==> src/rtl/alu_uop_sequencer.sv <==
// Registered ALU-control decode with valid/ready on both sides. Shifts larger than
// MAX_STEP are issued as several shift micro-ops, MAX_STEP bits at a time.
module alu_uop_sequencer #(
  parameter int W        = 16,
  parameter int MAX_STEP = 4
) (
  input  logic         i_clock,
  input  logic         i_reset,
  input  logic         i_in_valid,
  output logic         o_in_ready,
  input  logic [3:0]   i_op_in,
  input  logic [W-1:0] i_b_in,
  output logic         o_out_valid,
  input  logic         i_out_ready,
  output logic [2:0]   o_alu_op,
  output logic [W-1:0] o_alu_b,
  output logic         o_out_last
);
  localparam int SHAMT_W = $clog2(W);
  localparam logic [SHAMT_W-1:0] STEP_MAX = SHAMT_W'(MAX_STEP);

  localparam logic [2:0] OP_AND = 3'd0, OP_OR = 3'd2, OP_ADD = 3'd4,
                         OP_SUB = 3'd5, OP_SHIFT = 3'd6, OP_SLT = 3'd7;
  localparam logic [2:0] DIR_SLL = 3'b000, DIR_SRL = 3'b110, DIR_SRA = 3'b100;

  typedef enum logic [1:0] {IDLE, HOLD, SPLIT} state_t;

  state_t               r_state;
  logic                 r_valid, r_last;
  logic [2:0]           r_alu_op, r_dir;
  logic [W-1:0]         r_alu_b;
  logic [SHAMT_W-1:0]   r_rem;

  logic                 w_accept, w_is_shift;
  logic [2:0]           w_op, w_dir;
  logic [SHAMT_W-1:0]   w_amt, w_rem_step, w_rem_next;

  // Shift micro-op operand: direction code just above the step amount, all else zero.
  function automatic logic [W-1:0] shape(input logic [2:0] dir, input logic [SHAMT_W-1:0] step);
    logic [W-1:0] b;
    b = '0;
    b[SHAMT_W-1:0]       = step;
    b[SHAMT_W+2:SHAMT_W] = dir;
    return b;
  endfunction

  always_comb begin
    w_op       = OP_ADD;
    w_dir      = DIR_SLL;
    w_is_shift = 1'b0;
    case (i_op_in)
      4'd2:                w_op = OP_AND;
      4'd3, 4'd4, 4'd14:   w_op = OP_SUB;
      4'd7, 4'd9:          w_op = OP_OR;
      4'd10:               w_op = OP_SLT;
      4'd11: begin w_op = OP_SHIFT; w_is_shift = 1'b1; w_dir = DIR_SLL; end
      4'd12: begin w_op = OP_SHIFT; w_is_shift = 1'b1; w_dir = DIR_SRL; end
      4'd13: begin w_op = OP_SHIFT; w_is_shift = 1'b1; w_dir = DIR_SRA; end
      default:             w_op = OP_ADD;
    endcase
  end

  assign w_amt      = i_b_in[SHAMT_W-1:0];
  assign w_rem_step = (r_rem > STEP_MAX) ? STEP_MAX : r_rem;
  assign w_rem_next = r_rem - w_rem_step;
  assign o_in_ready = (r_state == IDLE) | ((r_state == HOLD) & i_out_ready);
  assign w_accept   = i_in_valid & o_in_ready;

  always_ff @(posedge i_clock) begin
    if (i_reset) begin
      r_state  <= IDLE;
      r_valid  <= 1'b0;
      r_alu_op <= '0;
      r_alu_b  <= '0;
      r_last   <= 1'b0;
      r_rem    <= '0;
      r_dir    <= '0;
    end else if (w_accept) begin
      r_valid  <= 1'b1;
      r_alu_op <= w_op;
      r_dir    <= w_dir;
      if (w_is_shift && (w_amt > STEP_MAX)) begin
        r_alu_b <= shape(w_dir, STEP_MAX);
        r_rem   <= w_amt - STEP_MAX;
        r_last  <= 1'b0;
        r_state <= SPLIT;
      end else begin
        r_alu_b <= w_is_shift ? shape(w_dir, w_amt) : i_b_in;
        r_rem   <= '0;
        r_last  <= 1'b1;
        r_state <= HOLD;
      end
    end else if (i_out_ready) begin
      case (r_state)
        HOLD: begin
          r_valid <= 1'b0;
          r_state <= IDLE;
        end
        SPLIT: begin
          r_alu_b <= shape(r_dir, w_rem_step);
          r_rem   <= w_rem_next;
          if (w_rem_next == '0) begin
            r_last  <= 1'b1;
            r_state <= HOLD;
          end
        end
        default: ;
      endcase
    end
  end

  assign o_out_valid = r_valid;
  assign o_alu_op    = r_alu_op;
  assign o_alu_b     = r_alu_b;
  assign o_out_last  = r_last;
endmodule
==> config.mk <==
export PLATFORM = sky130hd
export DESIGN_NAME = alu_uop_sequencer
export DESIGN_NICKNAME = d
export VERILOG_FILES = /design/src/rtl/alu_uop_sequencer.sv
export SDC_FILE = /design/constraint.sdc
export NUM_CORES = 1
export LEC_CHECK = 0
export ABC_AREA = 1
export ABC_CLOCK_PERIOD_IN_PS = 2000
export BUFFER_PORTS_ARGS = -buffer_cell sky130_fd_sc_hd__buf_2
export CORE_AREA = 2 2 80 44
export DETAILED_ROUTE_END_ITERATION = 10
export DIE_AREA = 0 0 82 46
export PLACE_DENSITY = 0.86
export SETUP_SLACK_MARGIN = 0.5
export SLEW_MARGIN = 5
export SYNTH_ARGS = -nofsm -noshare
export SYNTH_HDL_FRONTEND = slang
export SYNTH_SLANG_ARGS = --single-unit
==> constraint.sdc <==
create_clock -name i_clock -period 2 [get_ports i_clock]
set_input_delay 0.4 -clock i_clock [delete_from_list [all_inputs] [get_ports i_clock]]
set_output_delay 0.4 -clock i_clock [all_outputs]
set_load 0.02 [all_outputs]
==> impl_metrics.csv, run 1 <==
group,metric,value,unit
clock_network,ctsHoldBuffers,0,
worst_setup_path,end_kind,"output port",
sta,grt_setup_unrepaired,"yes",
yosys,synth_area_leaders,"dfxtp_1, nand2_1, a21oi_2",
layout,utilization,63.1,%
min_path,hold_path_startpoint,"i_b_in[11]",
layout,multi_input_area,872,sq um
die,boundaryPins,46,
sta,slew-limit-headroom,66.4,%
routing,drc,0,
layout,area_growth_syn_to_layout,24.5,%
layout,ff_latch_area,586,sq um
min_path,hp-class,"input pin to register",
clock_network,clockBufferDepth,2,
global_route,grt_overflow_total,0,
place,gp_congestion,0.827,
clock_network,cts_tree,"done",
yosys,yosys.area.top_type,"dfxtp_1",
clock_network,root_buffer,"clkbuf_8",
sta,maxSlewViolCount,0,
yosys,yosysMostFrequentCell,"nand2_1",
routing,ant_nets,0,
worst_setup_path,cp.arrival,1.08,ns
worst_setup_path,cp-start-kind,"register",
yosys,ys.flop_type,"dfxtp_1",
routing,firstDrtPassIters,4,
global_route,grt_use_met1,28.9,%
routing,wl_per_cell,12.3,microns
global_route,grt_pass1_wl,5.78,mm
pwr,p_per_area,844,nW/um^2
worst_setup_path,reg2reg_slack,0.55,ns
die,die_h,46,microns
die,core.rowCount,15,
worst_setup_path,critPathRequiredTime,1.60,ns
pwr,p_leak,0.000928,uW
pwr,irDropWorstVdd,0.000513,V
global_route,grtUsageMet2,29.1,%
layout,fill_cells,280,
global_route,antenna_found_initial,0,
die,coreArea,3150,sq um
clock_network,cts_sinks,29,
sta,fmax,0.676,GHz
layout,antenna_cells,0,
sta,hold_viol,0,
routing,drt-initial-drc-count,109,
worst_setup_path,reg2reg_to,"r_state[0]",
sta,setup_viol,0,
yosys,async_reset_ff_share,0,%
sta,whs,0.353,ns
yosys,ys_types,29,
sta,period_needed,1.48,ns
sta,worstMarginPinSlew,0.503,ns
global_route,grt-busiest-layer,"met2",
yosys,ys_seq_area_share,36.3,%
worst_setup_path,slowest_delay,0.36,ns
global_route,globalRouteTotalUtil,21.1,%
die,die-area,3770,sq um
routing,wl,3.69,mm
flow_run,maxCapViolations,0,
global_route,grt_pass1_vias,1266,
clock_network,clk_latency,0.29,ns
yosys,yosys_warnings,0,
yosys,yosysTopAreaCellShare,36.3,%
global_route,grt_max_degree,18,
worst_setup_path,r2r_cells,10,
worst_setup_path,r2r_start,"r_rem[3]",
clock_network,htree_levels,2,
sta,post-route-period-util,73.9,%
yosys,synth_edf_count,0,
routing,vias,1481,
place,hpwl,2.64,mm
min_path,worstHoldEndpoint,"o_alu_b[11]",
worst_setup_path,path_cells,"a21oi_4 -> buf_2",
worst_setup_path,path_max_fanout,4,
layout,drive_above_1_share,43.6,%
layout,nNetsFinal,282,
yosys,synth_cells,208,
outcome,status,"completed",
yosys,synth_nets,234,
yosys,ys_top_cells_by_count,"nand2_1, dfxtp_1, inv_1, a21oi_2",
worst_setup_path,crit_type,"register to output port",
die,initial_core_util,50.7,%
min_path,whs_path_depth,3,
place,io_buffers,45,
yosys,synth_seq_cells,29,
worst_setup_path,critPathSlowestCell,"dfxtp_1",
routing,vias_per_cell,4.95,
yosys,avgSynthCellArea,7.69,sq um
sta,fin_skew,0.00619,ns
clock_network,cts_buffers,5,
clock_network,clk_pin_slew,0.07,ns
sta,setup_tns,0,ns
yosys,synth_area,1600,sq um
die,die_w,82,microns
global_route,grt.met3_usage,10.3,%
## cell type report
class	count	area share, %
Clock inverter	2	1.89
Sequential cell	29	29.4
Clock buffer	6	4.15
Tap cell	42	2.64
Timing Repair Buffer	48	12.4
Inverter	29	5.66
Multi-Input combinational cell	143	43.8
## worst max path at each step
stage	start	end	slack (ns)	cells after the start
5_1_grt	r_rem[3]	r_state[0]	0.44	10
3_3_place_gp	i_out_ready	o_alu_b[3]	0.46	8
4_1_cts	r_rem[2]	r_state[0]	0.52	10
6_report	r_state[0]	o_in_ready	0.52	2
3_5_place_dp	i_out_ready	o_alu_b[15]	0.40	8
2_1_floorplan	r_rem[3]	r_state[0]	0.61	10
## timing repair
item / in CTS / in global routing
hold endpoints to repair: 0 / 0
endpoints found under the setup margin: 1 / 15
pin swaps: 0 / 7
gates resized for setup: 3 / 6
buffers inserted: 0 / 2
## registers in the layout, summed over array words and instances, names as in the netlist
register and count:
o_alu_b 16, r_rem 4, o_alu_op 3, r_dir 2, r_state 2, o_out_last 1
o_out_valid 1
## per-stage QoR
step / instance area, sq um / worst slack, ns / cells / total power, uW
floorplan: 1600 / 0.614 / 208 / 944
global placement: 1810 / 0.457 / 289 / 1020
detailed placement: 1810 / 0.403 / 289 / 1030
CTS: 1940 / 0.520 / 297 / 1670
global route: 1990 / 0.442 / 299 / 1770
finish: 1990 / 0.521 / 299 / 1680
## cell families (layout without fill, tap and decap cells)
logic type / count (synthesis) / in the layout / synth area share (%)
AOI/OAI and AO/OA: 51 / 51 / 22.2
adders and majority gates: 2 / 2 / 1.56
buffers and inverters: 36 / 85 / 11.3
DFF: 29 / 29 / 36.3
other: 1 / 1 / 0.235
and+or+nand+nor: 89 / 89 / 28.3
## routing by layer
metal  routed length (microns)  vias to the layer above  share of wire [%]
met3                       306                        6                8.3
met4                        58                        0                1.6
li1                          -                      763                  -
met2                      1520                       54                 41
met1                      1800                      658                 49
met5                         0                        -                  0
## critical path: cells and delay by family (launching register included)
kind,cells,cell delay [ns]
flip-flops,1,0.36
AO/OA/AOI/OAI,1,0.22
buffers and inverters,1,0.21
## power by group
| group | switching, uW | internal (uW) |
|---|---|---|
| logic | 241 | 132 |
| registers | 38.2 | 627 |
| clock network | 237 | 405 |
## cell usage in the layout (no fill, tap or decap), types with 4 or more instances in the layout
cell / instances
inv_1: 20
clkbuf_8: 6
a21oi_1: 8
a21oi_2: 15
a31oi_1: 5
o21ai_0: 12
inv_2: 6
buf_2: 45
dfxtp_1: 27
o21ai_2: 5
nand2_2: 12
nand3_1: 12
nand2_1: 43
nand2_4: 4
nor2_1: 9
(Power assumes the default switching activity.)
==> run 2: changes to the inputs <==
ABC_CLOCK_PERIOD_IN_PS = 1500   (was 2000)
CORE_AREA = 2 2 83 45   (was 2 2 80 44)
DIE_AREA = 0 0 85 47   (was 0 0 82 46)
PLACE_DENSITY = 0.81   (was 0.86)
clock period = 1.5 ns   (was 2 ns; I/O delays follow)
==> impl_metrics.csv, run 2 (same netlist as run 1, synthesis figures left out) <==
group,metric,value,unit
die,core.rowCount,15,
clock_network,cts_tree,"done",
worst_setup_path,critPathRequiredTime,1.68,ns
sta,hold_viol,0,
routing,drt-initial-drc-count,158,
sta,grt_setup_unrepaired,"yes",
clock_network,clk_latency,0.29,ns
worst_setup_path,cp.arrival,1.83,ns
global_route,grt_max_degree,16,
sta,fmax,0.606,GHz
die,initial_core_util,48.7,%
routing,route.met2.wl,3.23,mm
layout,antenna_cells,0,
routing,vias,2021,
global_route,globalRouteTotalUtil,27.7,%
layout,area_growth_syn_to_layout,82.3,%
outcome,status,"finished with violations",
die,die_h,47,microns
min_path,hp-class,"input pin to register",
worst_setup_path,path_max_fanout,3,
routing,drc,0,
sta,period_needed,1.65,ns
routing,highest_layer,"met4",
pwr,irDropWorstVdd,0.000727,V
sta,post-route-period-util,110,%
layout,final_common_cell,"buf_6",
die,boundaryPins,46,
worst_setup_path,cp-start-kind,"register",
clock_network,htree_levels,2,
global_route,antenna_found_initial,0,
die,die-area,4000,sq um
clock_network,clk_pin_slew,0.07,ns
routing,drt-met1-wl,2.76,mm
routing,route.met3.wl,803,microns
clock_network,root_buffer,"clkbuf_8",
die,die_w,85,microns
clock_network,cts_sinks,29,
sta,worstMarginPinSlew,0.546,ns
sta,fin_skew,0.0107,ns
routing,wl_per_cell,20.9,microns
outcome,violations,"negative setup slack",
layout,mostFrequentLayoutCells,"buf_6, nand2_1, dfxtp_2",
layout,nNetsFinal,327,
routing,ant_nets,0,
routing,firstDrtPassIters,5,
clock_network,ctsHoldBuffers,0,
sta,maxSlewViolCount,0,
sta,slew-limit-headroom,63.2,%
place,hpwl,2.76,mm
clock_network,cts_buffers,5,
layout,drive_above_1_share,69.1,%
routing,vias_per_cell,5.89,
sta,whs,0.244,ns
flow_run,maxCapViolations,0,
die,coreArea,3280,sq um
place,gp_congestion,0.819,
global_route,grt_pass1_wl,8.20,mm
worst_setup_path,end_kind,"register",
layout,largest_register_ffs,16,
routing,wl,7.16,mm
sta,layout_setup_ws,-0.151,ns
sta,setup_viol,1,
place,dp.cells,297,
place,io_buffers,45,
global_route,grt_overflow_total,0,
clock_network,clockBufferDepth,2,
layout,layout.cells.non_filler,343,
pwr,p_per_area,909,nW/um^2
pwr,p_leak,0.00135,uW
global_route,grt_pass1_vias,1710,
worst_setup_path,crit_type,"register to register",
[run 2: layout make-up]
| type | count | area, sq um |
|---|---|---|
| multi-input combinational | 144 | 1120 |
| inverter | 29 | 151 |
| timing repair inverter | 1 | 16.3 |
| sequential | 29 | 618 |
| timing repair buffer | 91 | 870 |
| fill | 132 | 369 |
| clock buffer | 6 | 82.6 |
| tap | 42 | 52.6 |
| clock inverter | 1 | 7.51 |
[run 2: repair_timing]
action	4_1_cts	5_1_grt
pin swaps	15	22
gates resized for setup	106	52
hold endpoints to repair	0	0
setup endpoints to repair	51	51
cloned	2	1
setup buffers	26	10
[run 2: final timing paths]
check	startpoint	end	slack [ns]	cells past startpoint
worst max-delay path	r_rem[3]	r_state[0]	-0.15	10
worst min-delay path	i_b_in[13]	o_alu_b[13]	0.24	3
worst max register to register	r_rem[3]	r_state[0]	-0.15	10
worst min register to register	o_alu_b[15]	o_alu_b[15]	0.48	2
[run 2: worst max-delay path: stages, from the launching register on]
cell and delay (ns):
dfxtp_2 0.35, o21ai_4 0.19, ha_4 0.24, nor2_4 0.08
nand3_2 0.06, nor2_1 0.14, nand2_1 0.12, nand2_1 0.12
nand2_1 0.10, nand2_1 0.08, nor2_1 0.05
[run 2: metrics by stage]
step                      util (%)  worst slack [ns]  power [uW]  area [sq um]  TNS (ns)
after floorplan                  -             0.260        1270          1660         0
after global placement        59.1            0.0108        1420          1940         0
after detailed placement      59.1            0.0179        1430          1940         0
after CTS                     79.3            0.0591        2380          2610         0
after global routing          88.8            -0.215        2720          2920    -0.266
final                         88.8            -0.151        2650          2920    -0.151
[run 2: power by group]
| part | switching [uW] | total (uW) | leakage (uW) | internal, uW |
|---|---|---|---|---|
| Clock | 339 | 702 | 0.0000433 | 363 |
| Sequential | 61.4 | 908 | 0.000249 | 846 |
| Combinational | 556 | 1040 | 0.00106 | 485 |
| Total | 956 | 2650 | 0.00135 | 1690 |
[run 2: layer usage]
layer | track usage (%) | vias up
met4 | 6.98 | 0
li1 | - | 862
met3 | 8.44 | 45
met1 | 35.4 | 940
met2 | 47.8 | 174
met5 | 0 | -
